<file path="config.mk">
export PLATFORM = sky130hd
export DESIGN_NAME = id_imm_unit
export DESIGN_NICKNAME = d
export VERILOG_FILES = /design/src/rtl/id_imm_unit.sv
export SDC_FILE = /design/constraint.sdc
export NUM_CORES = 1
export LEC_CHECK = 0
export BUFFER_PORTS_ARGS = -buffer_cell sky130_fd_sc_hd__buf_4
export CAP_MARGIN = 30
export CORE_MARGIN = 2
export CORE_UTILIZATION = 40
export CTS_CLUSTER_SIZE = 20
export DETAILED_ROUTE_END_ITERATION = 6
export GPL_TIMING_DRIVEN = 1
export HOLD_SLACK_MARGIN = 0.02
export PLACE_DENSITY = 0.67
export SLEW_MARGIN = 5
export SYNTH_ARGS = -nofsm -noshare
export SYNTH_HDL_FRONTEND = slang
export SYNTH_SLANG_ARGS = --single-unit
</file>
<file path="constraint.sdc">
create_clock -name i_clock -period 3.3 [get_ports i_clock]
set_input_delay 0.33 -clock i_clock [delete_from_list [all_inputs] [get_ports i_clock]]
set_output_delay 0.33 -clock i_clock [all_outputs]
set_load 0.1 [all_outputs]
</file>
<file path="src/rtl/id_imm_unit.sv">
// Purpose : registered ID-stage immediate unit. Decodes the opcode into an
//           extension mode, forms the 32-bit operand (sign, zero or LUI),
//           the branch offset/target and the jump target, and registers the
//           results toward EX.
// Latency : 1 cycle (inputs sampled at edge N are visible after edge N).
// Backpr. : i_stall freezes the output register bit-stable. i_flush inserts a
//           bubble and wins over i_stall. There is no upstream ready signal.
// Ports   : i_clock/i_reset      clock, async active-high reset
//           i_instruction        ID-stage instruction word
//           i_pc_next            PC+4 of that instruction
//           i_valid              instruction is valid
//           i_stall/i_flush      hold / bubble control for the output register
//           o_valid              registered outputs are valid
//           o_imm                extended immediate
//           o_target             branch or jump target (0 for other modes)
//           o_mode               0 SIGN, 1 ZERO, 2 LUI, 3 BRANCH, 4 JUMP, 5 NONE
//           o_is_branch/o_is_jump  mode flags
module id_imm_unit #(
  parameter int NB_INST   = 32,
  parameter int NB_IMMED  = 16,
  parameter int NB_OPCODE = 6,
  parameter int NB_JADDR  = 26,
  parameter int NB_PC     = 32,   // must equal NB_JADDR + 6
  parameter int NB_MODE   = 3
) (
  input  logic                 i_clock,
  input  logic                 i_reset,
  input  logic [NB_INST-1:0]   i_instruction,
  input  logic [NB_PC-1:0]     i_pc_next,
  input  logic                 i_valid,
  input  logic                 i_stall,
  input  logic                 i_flush,
  output logic                 o_valid,
  output logic [NB_INST-1:0]   o_imm,
  output logic [NB_PC-1:0]     o_target,
  output logic [NB_MODE-1:0]   o_mode,
  output logic                 o_is_branch,
  output logic                 o_is_jump
);

  // ---------------------------------------------------------------------------
  // Mode encoding
  // ---------------------------------------------------------------------------
  localparam logic [NB_MODE-1:0] MODE_SIGN   = NB_MODE'(0);
  localparam logic [NB_MODE-1:0] MODE_ZERO   = NB_MODE'(1);
  localparam logic [NB_MODE-1:0] MODE_LUI    = NB_MODE'(2);
  localparam logic [NB_MODE-1:0] MODE_BRANCH = NB_MODE'(3);
  localparam logic [NB_MODE-1:0] MODE_JUMP   = NB_MODE'(4);
  localparam logic [NB_MODE-1:0] MODE_NONE   = NB_MODE'(5);

  // Opcodes of interest
  localparam logic [NB_OPCODE-1:0] OP_J     = NB_OPCODE'('h02);
  localparam logic [NB_OPCODE-1:0] OP_JAL   = NB_OPCODE'('h03);
  localparam logic [NB_OPCODE-1:0] OP_BEQ   = NB_OPCODE'('h04);
  localparam logic [NB_OPCODE-1:0] OP_BNE   = NB_OPCODE'('h05);
  localparam logic [NB_OPCODE-1:0] OP_BLEZ  = NB_OPCODE'('h06);
  localparam logic [NB_OPCODE-1:0] OP_BGTZ  = NB_OPCODE'('h07);
  localparam logic [NB_OPCODE-1:0] OP_ADDI  = NB_OPCODE'('h08);
  localparam logic [NB_OPCODE-1:0] OP_ADDIU = NB_OPCODE'('h09);
  localparam logic [NB_OPCODE-1:0] OP_SLTI  = NB_OPCODE'('h0A);
  localparam logic [NB_OPCODE-1:0] OP_SLTIU = NB_OPCODE'('h0B);
  localparam logic [NB_OPCODE-1:0] OP_ANDI  = NB_OPCODE'('h0C);
  localparam logic [NB_OPCODE-1:0] OP_ORI   = NB_OPCODE'('h0D);
  localparam logic [NB_OPCODE-1:0] OP_XORI  = NB_OPCODE'('h0E);
  localparam logic [NB_OPCODE-1:0] OP_LUI   = NB_OPCODE'('h0F);
  localparam logic [NB_OPCODE-1:0] OP_MEM_LO = NB_OPCODE'('h20);
  localparam logic [NB_OPCODE-1:0] OP_MEM_HI = NB_OPCODE'('h2F);

  // ---------------------------------------------------------------------------
  // Instruction fields
  // ---------------------------------------------------------------------------
  logic [NB_OPCODE-1:0] opcode;
  logic [NB_IMMED-1:0]  imm_field;
  logic [NB_JADDR-1:0]  jidx;

  assign opcode    = i_instruction[NB_INST-1 -: NB_OPCODE];
  assign imm_field = i_instruction[NB_IMMED-1:0];
  assign jidx      = i_instruction[NB_JADDR-1:0];

  // ---------------------------------------------------------------------------
  // Opcode decode. Exact compares only; anything unlisted (including an
  // unknown opcode in simulation) falls through to NONE.
  // ---------------------------------------------------------------------------
  logic [NB_MODE-1:0] mode_c;

  always_comb begin
    mode_c = MODE_NONE;
    case (opcode)
      OP_ANDI, OP_ORI, OP_XORI:               mode_c = MODE_ZERO;
      OP_LUI:                                 mode_c = MODE_LUI;
      OP_ADDI, OP_ADDIU, OP_SLTI, OP_SLTIU:   mode_c = MODE_SIGN;
      OP_BEQ, OP_BNE, OP_BLEZ, OP_BGTZ:       mode_c = MODE_BRANCH;
      OP_J, OP_JAL:                           mode_c = MODE_JUMP;
      default: begin
        // Loads and stores occupy a contiguous opcode block.
        if ((opcode >= OP_MEM_LO) && (opcode <= OP_MEM_HI)) begin
          mode_c = MODE_SIGN;
        end
      end
    endcase
  end

  // ---------------------------------------------------------------------------
  // Candidate immediates and targets
  // ---------------------------------------------------------------------------
  logic [NB_INST-1:0] sext_c;
  logic [NB_INST-1:0] zext_c;
  logic [NB_INST-1:0] lui_c;
  logic [NB_INST-1:0] br_off_c;
  logic [NB_INST-1:0] j_off_c;
  logic [NB_PC-1:0]   br_tgt_c;
  logic [NB_PC-1:0]   j_tgt_c;

  assign sext_c   = {{(NB_INST-NB_IMMED){imm_field[NB_IMMED-1]}}, imm_field};
  assign zext_c   = {{(NB_INST-NB_IMMED){1'b0}}, imm_field};
  // Shifting inside NB_INST bits truncates the top of the field when the
  // word is narrower than twice the immediate.
  assign lui_c    = zext_c << NB_IMMED;
  // Word offset: the two bits shifted out of the top are discarded.
  assign br_off_c = sext_c << 2;
  assign j_off_c  = NB_INST'({jidx, 2'b00});
  // Wraps modulo 2^NB_PC; overflow is intentionally ignored.
  assign br_tgt_c = i_pc_next + NB_PC'(br_off_c);
  // Jump stays inside the current 256 MB region of PC+4.
  assign j_tgt_c  = {i_pc_next[NB_PC-1 -: 4], jidx, 2'b00};

  logic [NB_INST-1:0] imm_c;
  logic [NB_PC-1:0]   tgt_c;

  always_comb begin
    imm_c = '0;
    tgt_c = '0;
    case (mode_c)
      MODE_SIGN:   imm_c = sext_c;
      MODE_ZERO:   imm_c = zext_c;
      MODE_LUI:    imm_c = lui_c;
      MODE_BRANCH: begin
        imm_c = br_off_c;
        tgt_c = br_tgt_c;
      end
      MODE_JUMP: begin
        imm_c = j_off_c;
        tgt_c = j_tgt_c;
      end
      default: begin
        imm_c = '0;
        tgt_c = '0;
      end
    endcase
  end

  // ---------------------------------------------------------------------------
  // ID/EX output register: flush > stall > load
  // ---------------------------------------------------------------------------
  logic               valid_q,  valid_d;
  logic [NB_INST-1:0] imm_q,    imm_d;
  logic [NB_PC-1:0]   tgt_q,    tgt_d;
  logic [NB_MODE-1:0] mode_q,   mode_d;
  logic               is_br_q,  is_br_d;
  logic               is_j_q,   is_j_d;

  always_comb begin
    valid_d = valid_q;
    imm_d   = imm_q;
    tgt_d   = tgt_q;
    mode_d  = mode_q;
    is_br_d = is_br_q;
    is_j_d  = is_j_q;
    if (i_flush) begin
      valid_d = 1'b0;
      imm_d   = '0;
      tgt_d   = '0;
      mode_d  = '0;
      is_br_d = 1'b0;
      is_j_d  = 1'b0;
    end else if (!i_stall) begin
      // Data loads even when i_valid is low; downstream qualifies on o_valid.
      valid_d = i_valid;
      imm_d   = imm_c;
      tgt_d   = tgt_c;
      mode_d  = mode_c;
      is_br_d = (mode_c == MODE_BRANCH);
      is_j_d  = (mode_c == MODE_JUMP);
    end
  end

  always_ff @(posedge i_clock or posedge i_reset) begin
    if (i_reset) begin
      valid_q <= 1'b0;
      imm_q   <= '0;
      tgt_q   <= '0;
      mode_q  <= '0;
      is_br_q <= 1'b0;
      is_j_q  <= 1'b0;
    end else begin
      valid_q <= valid_d;
      imm_q   <= imm_d;
      tgt_q   <= tgt_d;
      mode_q  <= mode_d;
      is_br_q <= is_br_d;
      is_j_q  <= is_j_d;
    end
  end

  assign o_valid     = valid_q;
  assign o_imm       = imm_q;
  assign o_target    = tgt_q;
  assign o_mode      = mode_q;
  assign o_is_branch = is_br_q;
  assign o_is_jump   = is_j_q;

endmodule

</file>
==> results.py, run 1 <==
metrics = {
    "status": {
        "status": "finished, final reports clean",
    },
    "floorplanning": {
        "fp.dieH_um": 112,
        "die_area_sq_um": 12400,
        "rows": 39,
        "start_util": 0.407,
        "num_io_pins": 139,
        "core-area_sq_um": 11400,
        "die_w_um": 112,
    },
    "clock_network": {
        "root_buffer": "clkbuf_16",
        "clk_path_buf_depth": 2,
        "cts_buffers": 9,
        "numClockSinks": 70,
        "cts_tree": "done",
        "htreeDepth": 3,
        "clkTransAtPathRegs_ns": 0.06,
        "clkLatencyLatePin_ns": 0.33,
        "ctsResizeCount": 0,
        "post_cts_buffers": 0,
    },
    "global_routing": {
        "grt_max_degree": 46,
        "grt_pass1_vias": 4561,
        "antenna_found_initial": 0,
        "grt_pass1_wl_mm": 24.1,
        "grt-ovfl-total": 0,
        "grt_usage": 0.239,
    },
    "finish": {
        "multi_input_area_sq_um": 2700,
        "area_growth_pct": 32.4,
        "fin_area_sq_um": 6130,
        "nNetsFinal": 764,
        "n_fill_cell": 1105,
        "fin_cells": 813,
        "drive_gt1_frac": 0.263,
        "antenna_cells": 0,
        "seqCellArea_sq_um": 1750,
    },
    "hold_path": {
        "min-delay-start": "i_pc_next[1]",
        "hold_depth": 2,
        "min-delay-path-class": "primary input to register",
        "worstHoldEndpoint": "o_target[1]",
    },
    "placement": {
        "dpl_cell_area_sq_um": 5790,
        "dp_hpwl_mm": 11.5,
        "dpl.cell_count": 795,
        "io_buffers": 138,
        "place_congestion": 0.928,
    },
    "synth": {
        "synthesis.nets": 639,
        "netlist_area_sq_um": 4630,
        "synth.distinct_cells": 54,
        "yosysWarnings": 0,
        "ys_seq_area_frac": 0.379,
        "syn-mean-instance-area_sq_um": 8.57,
        "synth_edf_count": 0,
        "netlist_instances": 540,
        "async_reset_ff_frac": 1.00,
        "ys_ff_latch": 70,
        "yosys_most_used_dff": "dfrtp_1",
    },
    "setup_path": {
        "cp_max_fo": 5,
        "r2r_cells": 2,
        "critPathArrivalTime_ns": 2.76,
        "reg2reg_from": "o_target[11]",
        "r2r_slack_ns": 2.38,
        "crit_type": "primary input to register",
        "critPathRequiredTime_ns": 3.50,
        "endpoint_kind": "register",
        "r2r_end": "o_target[11]",
        "worstSetupStartpointType": "primary input",
    },
    "timing": {
        "slew_violations": 0,
        "max_freq_ghz": 0.391,
        "setup_viol_count_final": 0,
        "rsz0062_at_grt": "no",
        "final_hold_viol_count": 0,
        "worst_pin_slew_ns": 0.867,
        "final.setup.tns_ns": 0,
        "fin_crit_sh": 0.776,
        "relSlewSlack": 0.421,
        "fin_worst_skew_ns": 0,
        "min_period_ns": 2.56,
    },
    "route": {
        "wl_per_cell_um": 18.3,
        "wirelength_mm": 14.9,
        "avgViaCountPerCell": 5.74,
        "drtPass1Iterations": 4,
        "ant_nets": 0,
        "drc": 0,
        "initialDrtViolationCount": 324,
        "num_vias": 4665,
    },
    "flow_run": {
        "drv_cap": 0,
    },
    "pwr": {
        "total_power_mw": 2.58,
        "p_int_mw": 1.75,
        "clockPowerShare": 0.379,
        "seqPwrFrac": 0.345,
        "switchingPower_uw": 826,
        "swShare": 0.320,
        "irDropWorstVdd_uv": 279,
        "cellLeakagePower_nw": 2.95,
        "combPwrFrac": 0.276,
        "powerDensity_nw_per_um2": 421,
    },
}
## area by class of cell
class                   instances  share of cell area
multi-input cells             421               0.440
flip-flops and latches         70               0.286
inverters                      11             0.00674
repair buffers                152               0.189
clock inverters                 3             0.00694
well taps                     143              0.0292
clock buffers                  13              0.0425
## how the worst max path moves through the flow
stage,start,end,cells after the start
after CTS,i_instruction[0],o_target[28],13
final,i_instruction[0],o_target[28],13
after detailed placement,i_instruction[0],o_target[28],13
after global placement,i_instruction[0],o_target[28],13
after floorplan,i_instruction[0],o_target[28],12
after global routing,i_instruction[0],o_target[28],13
## metal layers
metal  global-route usage  wire, um
met5                    0         0
met4               0.0502       165
met3               0.0419       950
met2                0.380      6710
met1                0.343      7040
## cell families after synthesis
logic type | synth area share
AOI/OAI and AO/OA | 0.291
and+or+nand+nor | 0.147
DFF | 0.379
buffers and inverters | 0.0419
adders and majority gates | 0.0827
xor gates and xnor gates | 0.0492
muxes | 0.00892
## cell usage after synthesis (9+ instances only)
cell type  count  share of area
clkbuf_1      26          0.021
a21o_1        14          0.023
dfrtp_1       70           0.38
o21ai_0       60          0.065
xnor2_1       12          0.023
inv_1         11         0.0089
o22ai_1        9          0.012
a21oi_1       45          0.049
ha_1          29          0.078
a221oi_1      14          0.027
nand2_1       68          0.055
xor2_1        14          0.027
a22oi_1       29          0.047
nor2_1        38          0.031
## power groups by stage
stage | logic [mW] | clock network, mW | registers, mW
after floorplan | 0.347 | 0 | 1.04
after global placement | 0.695 | 0 | 0.904
after detailed placement | 0.702 | 0 | 0.905
after CTS | 0.704 | 0.989 | 0.890
after global routing | 0.772 | 1.02 | 0.891
final | 0.712 | 0.976 | 0.890
## timing repair
| item | 4_1_cts | 5_1_grt |
|---|---|---|
| setup endpoints to repair | 0 | 0 |
| endpoints found under the hold margin | 0 | 7 |
| hold buffers | 0 | 1 |
## placed cells by master, fill, tap and decap left out, types with 3 or more instances in the layout
cell       instances
a21o_1            14
a21oi_1           45
a221oi_1          14
a222oi_1           4
a22o_1             3
a22oi_1           29
a31oi_1            7
and2_1             3
and3_1             3
buf_4            150
clkbuf_16          9
dfrtp_1           70
ha_1              29
inv_1             10
mux2i_1            3
nand2_1           68
nand3_1            7
nand4_1            8
nor2_1            38
nor2b_1            6
nor3_1             8
o21ai_0           60
o21ai_1            4
o22ai_1            9
or2_2              3
xnor2_1           12
xor2_1            14
## per-stage QoR
stage / utilization / hold slack (ns) / setup WS (ns)
2_1_floorplan: - / 0.455 / 0.721
3_3_place_gp: 0.510 / 0.463 / 0.455
3_5_place_dp: 0.510 / 0.477 / 0.424
4_1_cts: 0.536 / 0.218 / 0.758
5_1_grt: 0.539 / 0.237 / 0.585
6_report: 0.539 / 0.226 / 0.740
## registers in the layout, indices dropped and copies added, names as in the netlist
register	count
o_mode	3
o_valid	1
o_is_jump	1
o_is_branch	1
o_target	32
o_imm	32
## critical path: stages
cell,delay [ns]
buf_4,0.11
ha_1,0.20
inv_1,0.07
fa_1,0.39
and2b_1,0.22
o2111ai_1,0.13
a31o_1,0.23
a21oi_2,0.19
o31a_4,0.19
a31oi_4,0.10
o41ai_2,0.38
xnor2_1,0.16
o21ai_1,0.07
Note: power is estimated with default switching activity, not from simulation.
==> run 2, diff against run 1 <==
==> constraint.sdc (replaced) <==
create_clock -name i_clock -period 2.5 [get_ports i_clock]
set_input_delay 0.25 -clock i_clock [delete_from_list [all_inputs] [get_ports i_clock]]
set_output_delay 0.25 -clock i_clock [all_outputs]
set_load 0.1 [all_outputs]
==> run 2 against run 1 <==
Compared with the run above: via count rose by 3.0%; cell area rose by 3.9%; clock skew did not move; die area did not move.
==> results.py, run 2 (synthesized netlist as in run 1, its figures left out) <==
metrics = {
    "status": {
        "status": "finished, final reports clean",
    },
    "setup_path": {
        "crit_type": "primary input to register",
        "endpoint_kind": "register",
        "crit_buf_inv": 3,
        "critical_path.max_stage_delay_ns": 0.37,
        "cpMostUsedCell": "buf_4",
        "cp_max_fo": 3,
        "worstSetupStartpointType": "primary input",
        "critPathArrivalTime_ns": 2.59,
        "critPathRequiredTime_ns": 2.71,
        "crit_family": "compound AO/OA/AOI/OAI gates",
        "reg2reg_from": "o_target[11]",
        "crit_chain": "buf_4 -> ha_1 -> inv_1 -> fa_2 -> and2b_1 -> o2111ai_2 -> a31o_1 -> a21oi_2 -> o31a_4 -> buf_4 -> xor2_1 -> a221oi_1 -> nor3_1",
        "crit_slowest_cell": "o31a_4",
        "crit_start": "i_instruction[0]",
    },
    "finish": {
        "area_growth_pct": 37.6,
        "layout_commonest_cell": "buf_4",
        "drive_gt1_frac": 0.295,
        "multi_input_area_sq_um": 2710,
        "finish.utilization": 0.560,
        "final_cell_mix": "buf_4, dfrtp_1, nand2_1",
        "nNetsFinal": 788,
        "n_fill_cell": 1043,
        "seqCellArea_sq_um": 1750,
        "fin_area_sq_um": 6370,
        "antenna_cells": 0,
    },
    "floorplanning": {
        "die_area_sq_um": 12400,
        "rows": 39,
        "fp.dieH_um": 112,
        "num_io_pins": 139,
        "core-area_sq_um": 11400,
        "start_util": 0.407,
        "die_w_um": 112,
    },
    "pwr": {
        "cellLeakagePower_nw": 3.09,
        "irDropWorstVdd_uv": 368,
        "powerDensity_nw_per_um2": 580,
        "total_power_mw": 3.69,
    },
    "clock_network": {
        "numClockSinks": 70,
        "clk_path_buf_depth": 2,
        "clkTransAtPathRegs_ns": 0.06,
        "cts_tree": "done",
        "clkLatencyLatePin_ns": 0.33,
        "cts_buffers": 9,
        "htreeDepth": 3,
        "ctsHoldBuffers": 0,
        "root_buffer": "clkbuf_16",
    },
    "timing": {
        "worst_slack_ns": 0.120,
        "fin_crit_sh": 0.952,
        "final.setup.tns_ns": 0,
        "slew_violations": 0,
        "final_hold_viol_count": 0,
        "fin_worst_skew_ns": 0,
        "rsz0062_at_grt": "no",
        "worst_pin_slew_ns": 0.634,
        "min_period_ns": 2.38,
        "setup_viol_count_final": 0,
        "relSlewSlack": 0.576,
        "max_freq_ghz": 0.420,
    },
    "placement": {
        "dp_hpwl_mm": 11.8,
        "io_buffers": 138,
        "place_congestion": 0.948,
        "place_ws_ns": -0.274,
        "dpl_cell_area_sq_um": 6000,
    },
    "hold_path": {
        "min-delay-path-class": "primary input to async pin",
    },
    "route": {
        "num_vias": 4804,
        "wirelength_mm": 15.2,
        "avgViaCountPerCell": 5.74,
        "initialDrtViolationCount": 321,
        "drc": 0,
        "wl_per_cell_um": 18.2,
        "ant_nets": 0,
        "drtPass1Iterations": 5,
    },
    "global_routing": {
        "grt_usage": 0.247,
        "grt_max_degree": 44,
        "grt_pass1_vias": 4719,
        "grt_pass1_wl_mm": 24.7,
        "grt-ovfl-total": 0,
        "antenna_found_initial": 0,
    },
    "flow_run": {
        "drv_cap": 0,
    },
}
-- run 2: routing by layer --
metal  global-route usage  part of all wire  up-vias  wire, um
met1                0.358              0.47     2307      7110
met3               0.0479             0.065       21       988
met2                0.374              0.45      184      6830
met5                    0                 0        -         0
met4               0.0765             0.020        0       304
li1                     -                 -     2292         -
-- run 2: where the power goes --
group	switching (mW)	internal [mW]	leakage [nW]
Sequential	0.0169	1.16	0.969
Combinational	0.621	0.371	1.95
Clock	0.494	1.03	0.176
Total	1.13	2.56	3.09
-- run 2: repair_timing --
item	in CTS	in global routing
hold endpoints to repair	0	0
endpoints found under the setup margin	0	3
resized for setup	0	2
buffers inserted	0	0
-- run 2: area by class of cell --
| type | instances | share of cell area |
|---|---|---|
| Multi-Input combinational cell | 421 | 0.425 |
| Clock buffer | 11 | 0.0397 |
| Timing Repair Buffer | 176 | 0.209 |
| Inverter | 11 | 0.00648 |
| Clock inverter | 5 | 0.0163 |
| Tap cell | 143 | 0.0281 |
| Sequential cell | 70 | 0.275 |
-- run 2: worst paths after layout --
check	cells past startpoint	endpoint	slack, ns
setup / recovery	13	o_target[18]	0.12
hold / removal	2	o_mode[1]	0.002
setup reg to reg	2	o_target[11]	1.58
hold reg to reg	2	o_imm[12]	0.48
max in group asynchronous	3	o_target[6]	1.84
min in group i_clock	2	o_target[0]	0.14
-- run 2: through the flow --
| step | instances | hold slack (ns) |
|---|---|---|
| 2_1_floorplan | 540 | 0.375 |
| 3_3_place_gp | 821 | 0.370 |
| 3_5_place_dp | 821 | 0.382 |
| 4_1_cts | 837 | 0.0234 |
| 5_1_grt | 837 | 0.0511 |
| 6_report | 837 | 0.00241 |
==> run 3, diff against run 2 <==
--- a/config.mk
+++ b/config.mk
@@ -5,6 +5,7 @@
 export SDC_FILE = /design/constraint.sdc
 export NUM_CORES = 1
 export LEC_CHECK = 0
+export ABC_AREA = 1
 export BUFFER_PORTS_ARGS = -buffer_cell sky130_fd_sc_hd__buf_4
 export CAP_MARGIN = 30
 export CORE_MARGIN = 2
@@ -13,8 +14,7 @@
 export DETAILED_ROUTE_END_ITERATION = 6
 export GPL_TIMING_DRIVEN = 1
 export HOLD_SLACK_MARGIN = 0.02
-export PLACE_DENSITY = 0.67
-export SLEW_MARGIN = 5
+export PLACE_DENSITY = 0.65
 export SYNTH_ARGS = -nofsm -noshare
 export SYNTH_HDL_FRONTEND = slang
 export SYNTH_SLANG_ARGS = --single-unit
==> run 3 against run 2 <==
Compared with the run above: synthesized cell count is 45% higher; clock power hardly changed; die area is 14% higher; power is 0.22% lower.
==> results.py, run 3 <==
metrics = {
    "status": {
        "status": "finished, final reports clean",
    },
    "synth": {
        "syn-mean-instance-area_sq_um": 6.73,
        "synth_top_area_share": 0.332,
        "synth_edf_count": 0,
        "yosysMostFrequentCell": "nand2_1",
        "ys_ff_latch": 70,
        "ys_seq_area_frac": 0.332,
        "async_reset_ff_frac": 1.00,
        "yosys_most_used_dff": "dfrtp_1",
        "netlist_instances": 784,
        "synth.distinct_cells": 38,
        "yosysWarnings": 0,
        "synth.largest_area_cell": "dfrtp_1",
        "yosys-top-cells-area": "dfrtp_1, nand2_1, inv_1, ha_1, nand3_1",
        "synth_common_cells": "nand2_1, inv_1, dfrtp_1",
        "synthesis.nets": 883,
        "netlist_area_sq_um": 5280,
    },
    "clock_network": {
        "cts_buffers": 9,
        "clkLatencyLatePin_ns": 0.33,
        "clk_path_buf_depth": 2,
        "htreeDepth": 3,
        "root_buffer": "clkbuf_16",
        "post_cts_buffers": 0,
        "clkTransAtPathRegs_ns": 0.06,
        "numClockSinks": 70,
        "ctsHoldBuffers": 1,
        "ctsResizeCount": 0,
        "cts_tree": "done",
    },
    "route": {
        "wirelength_mm": 18.2,
        "ant_nets": 0,
        "num_vias": 5788,
        "wl_per_cell_um": 16.6,
        "drtPass1Iterations": 5,
        "drc": 0,
        "initialDrtViolationCount": 522,
        "avgViaCountPerCell": 5.26,
    },
    "floorplanning": {
        "die_area_sq_um": 14100,
        "die_w_um": 119,
        "rows": 41,
        "core-area_sq_um": 12800,
        "fp.dieH_um": 119,
        "start_util": 0.413,
        "num_io_pins": 139,
    },
    "setup_path": {
        "crit_slowest_cell": "fa_1",
        "critPathRequiredTime_ns": 2.71,
        "critical_path.max_stage_delay_ns": 0.40,
        "crit_chain": "buf_4 -> ha_1 -> inv_1 -> fa_1 -> inv_1 -> nand3_1 -> nand3_1 -> nand2_1 -> nand2_1 -> nand2_1 -> nand2_1 -> nand3b_1 -> a21oi_1 -> o21bai_1",
        "cp_max_fo": 5,
        "r2r_slack_ns": 1.63,
        "crit_family": "simple AND/OR/NAND/NOR gates",
        "reg2reg_from": "o_target[30]",
        "cpMostUsedCell": "nand2_1",
        "crit_type": "primary input to register",
        "crit_start": "i_instruction[0]",
        "endpoint_kind": "register",
        "critPathArrivalTime_ns": 2.22,
        "worstSetupStartpointType": "primary input",
        "crit_buf_inv": 3,
    },
    "timing": {
        "min_period_ns": 2.01,
        "final_hold_viol_count": 0,
        "slew_violations": 0,
        "fin_worst_skew_ns": 0,
        "fin_crit_sh": 0.804,
        "final.setup.tns_ns": 0,
        "setup_viol_count_final": 0,
        "relSlewSlack": 0.638,
        "rsz0062_at_grt": "no",
        "worst_pin_slew_ns": 0.542,
        "max_freq_ghz": 0.498,
    },
    "global_routing": {
        "grt_busiest_layer": "met2",
        "grt-ovfl-total": 0,
        "grt_pass1_wl_mm": 28.7,
        "grt_usage": 0.259,
        "antenna_found_initial": 0,
        "use_met3": 0.0369,
        "use_met1": 0.362,
        "use_met2": 0.405,
        "grt_max_degree": 71,
        "grt_pass1_vias": 5397,
    },
    "hold_path": {
        "min-delay-start": "i_pc_next[0]",
        "min-delay-path-class": "primary input to register",
    },
    "placement": {
        "io_buffers": 138,
        "place_congestion": 0.930,
        "dpl.cell_count": 1083,
        "dp_hpwl_mm": 14.7,
    },
    "finish": {
        "drive_gt1_frac": 0.193,
        "layout_commonest_cell": "nand2_1",
        "fin_cells": 1100,
        "antenna_cells": 0,
        "finish.utilization": 0.539,
        "final_cell_mix": "nand2_1, buf_4, inv_1",
        "nNetsFinal": 1022,
        "area_growth_pct": 30.5,
    },
    "pwr": {
        "irDropWorstVdd_uv": 393,
        "cellLeakagePower_nw": 3.77,
        "combPwrFrac": 0.274,
        "powerDensity_nw_per_um2": 535,
        "p_int_mw": 2.50,
        "swShare": 0.322,
        "switchingPower_mw": 1.19,
        "total_power_mw": 3.68,
        "seqPwrFrac": 0.319,
        "clockPowerShare": 0.407,
    },
    "flow_run": {
        "drv_cap": 0,
    },
}
run 3: changes by cell type after synthesis, sizes merged, moves of 14 or more:
cell / delta
a22oi: -29
o21ai: -32
a21o: -14
nor2: +24
a22o: +18
clkbuf: -20
inv: +102
nand3: +38
nand2: +226
a21oi: -21
run 3: area by class of cell:
type | instances | area, sq um
clock buffers | 13 | 260
inverters | 113 | 424
well taps | 172 | 215
clock inverters | 3 | 90.1
flip-flops and latches | 70 | 1750
fillers | 1275 | 5890
repair buffers | 147 | 1130
multi-input cells | 582 | 3010
run 3: worst reg2reg max path, delay by kind of cell, from the launching register on:
kind | cells | cell delay, ns
AO/OA/AOI/OAI | 2 | 0.37
flip-flops | 1 | 0.39
run 3: worst paths after layout:
kind / to / depth (start not counted)
max: o_target[30] / 14
min: o_target[0] / 2
max reg2reg: o_target[30] / 2
min reg2reg: o_target[17] / 2
max in group asynchronous: o_imm[5] / 4
min in group asynchronous: o_target[0] / 4
run 3: kinds of logic after synthesis:
kind of cell / after synthesis / synth area share
and+or+nand+nor: 421 / 0.330
buffers and inverters: 132 / 0.0982
DFF: 70 / 0.332
xor gates and xnor gates: 4 / 0.00664
adders and majority gates: 30 / 0.0726
AOI/OAI and AO/OA: 127 / 0.161
run 3: metal layers:
| metal | share of wire | vias to the layer above | wire (um) |
|---|---|---|---|
| met5 | 0 | - | 0 |
| met4 | 0.028 | 0 | 503 |
| met3 | 0.060 | 33 | 1090 |
| li1 | - | 2851 | - |
| met2 | 0.45 | 241 | 8180 |
| met1 | 0.46 | 2663 | 8460 |
run 3: power groups by stage:
| stage | Sequential, mW | Combinational (mW) | Clock (mW) |
|---|---|---|---|
| detailed placement | 1.20 | 0.995 | 0 |
| floorplan | 1.38 | 0.491 | 0 |
| CTS | 1.18 | 0.999 | 1.51 |
| finish | 1.18 | 1.01 | 1.50 |
| global placement | 1.20 | 0.999 | 0 |
| global route | 1.18 | 1.10 | 1.57 |
run 3: through the flow:
step / hold WS [ns] / cell area, sq um / worst slack [ns]
2_1_floorplan: 0.383 / 5280 / 0.482
3_3_place_gp: 0.370 / 6530 / 0.170
3_5_place_dp: 0.366 / 6530 / 0.170
4_1_cts: 0.124 / 6890 / 0.520
5_1_grt: 0.131 / 6890 / 0.293
6_report: 0.131 / 6890 / 0.490
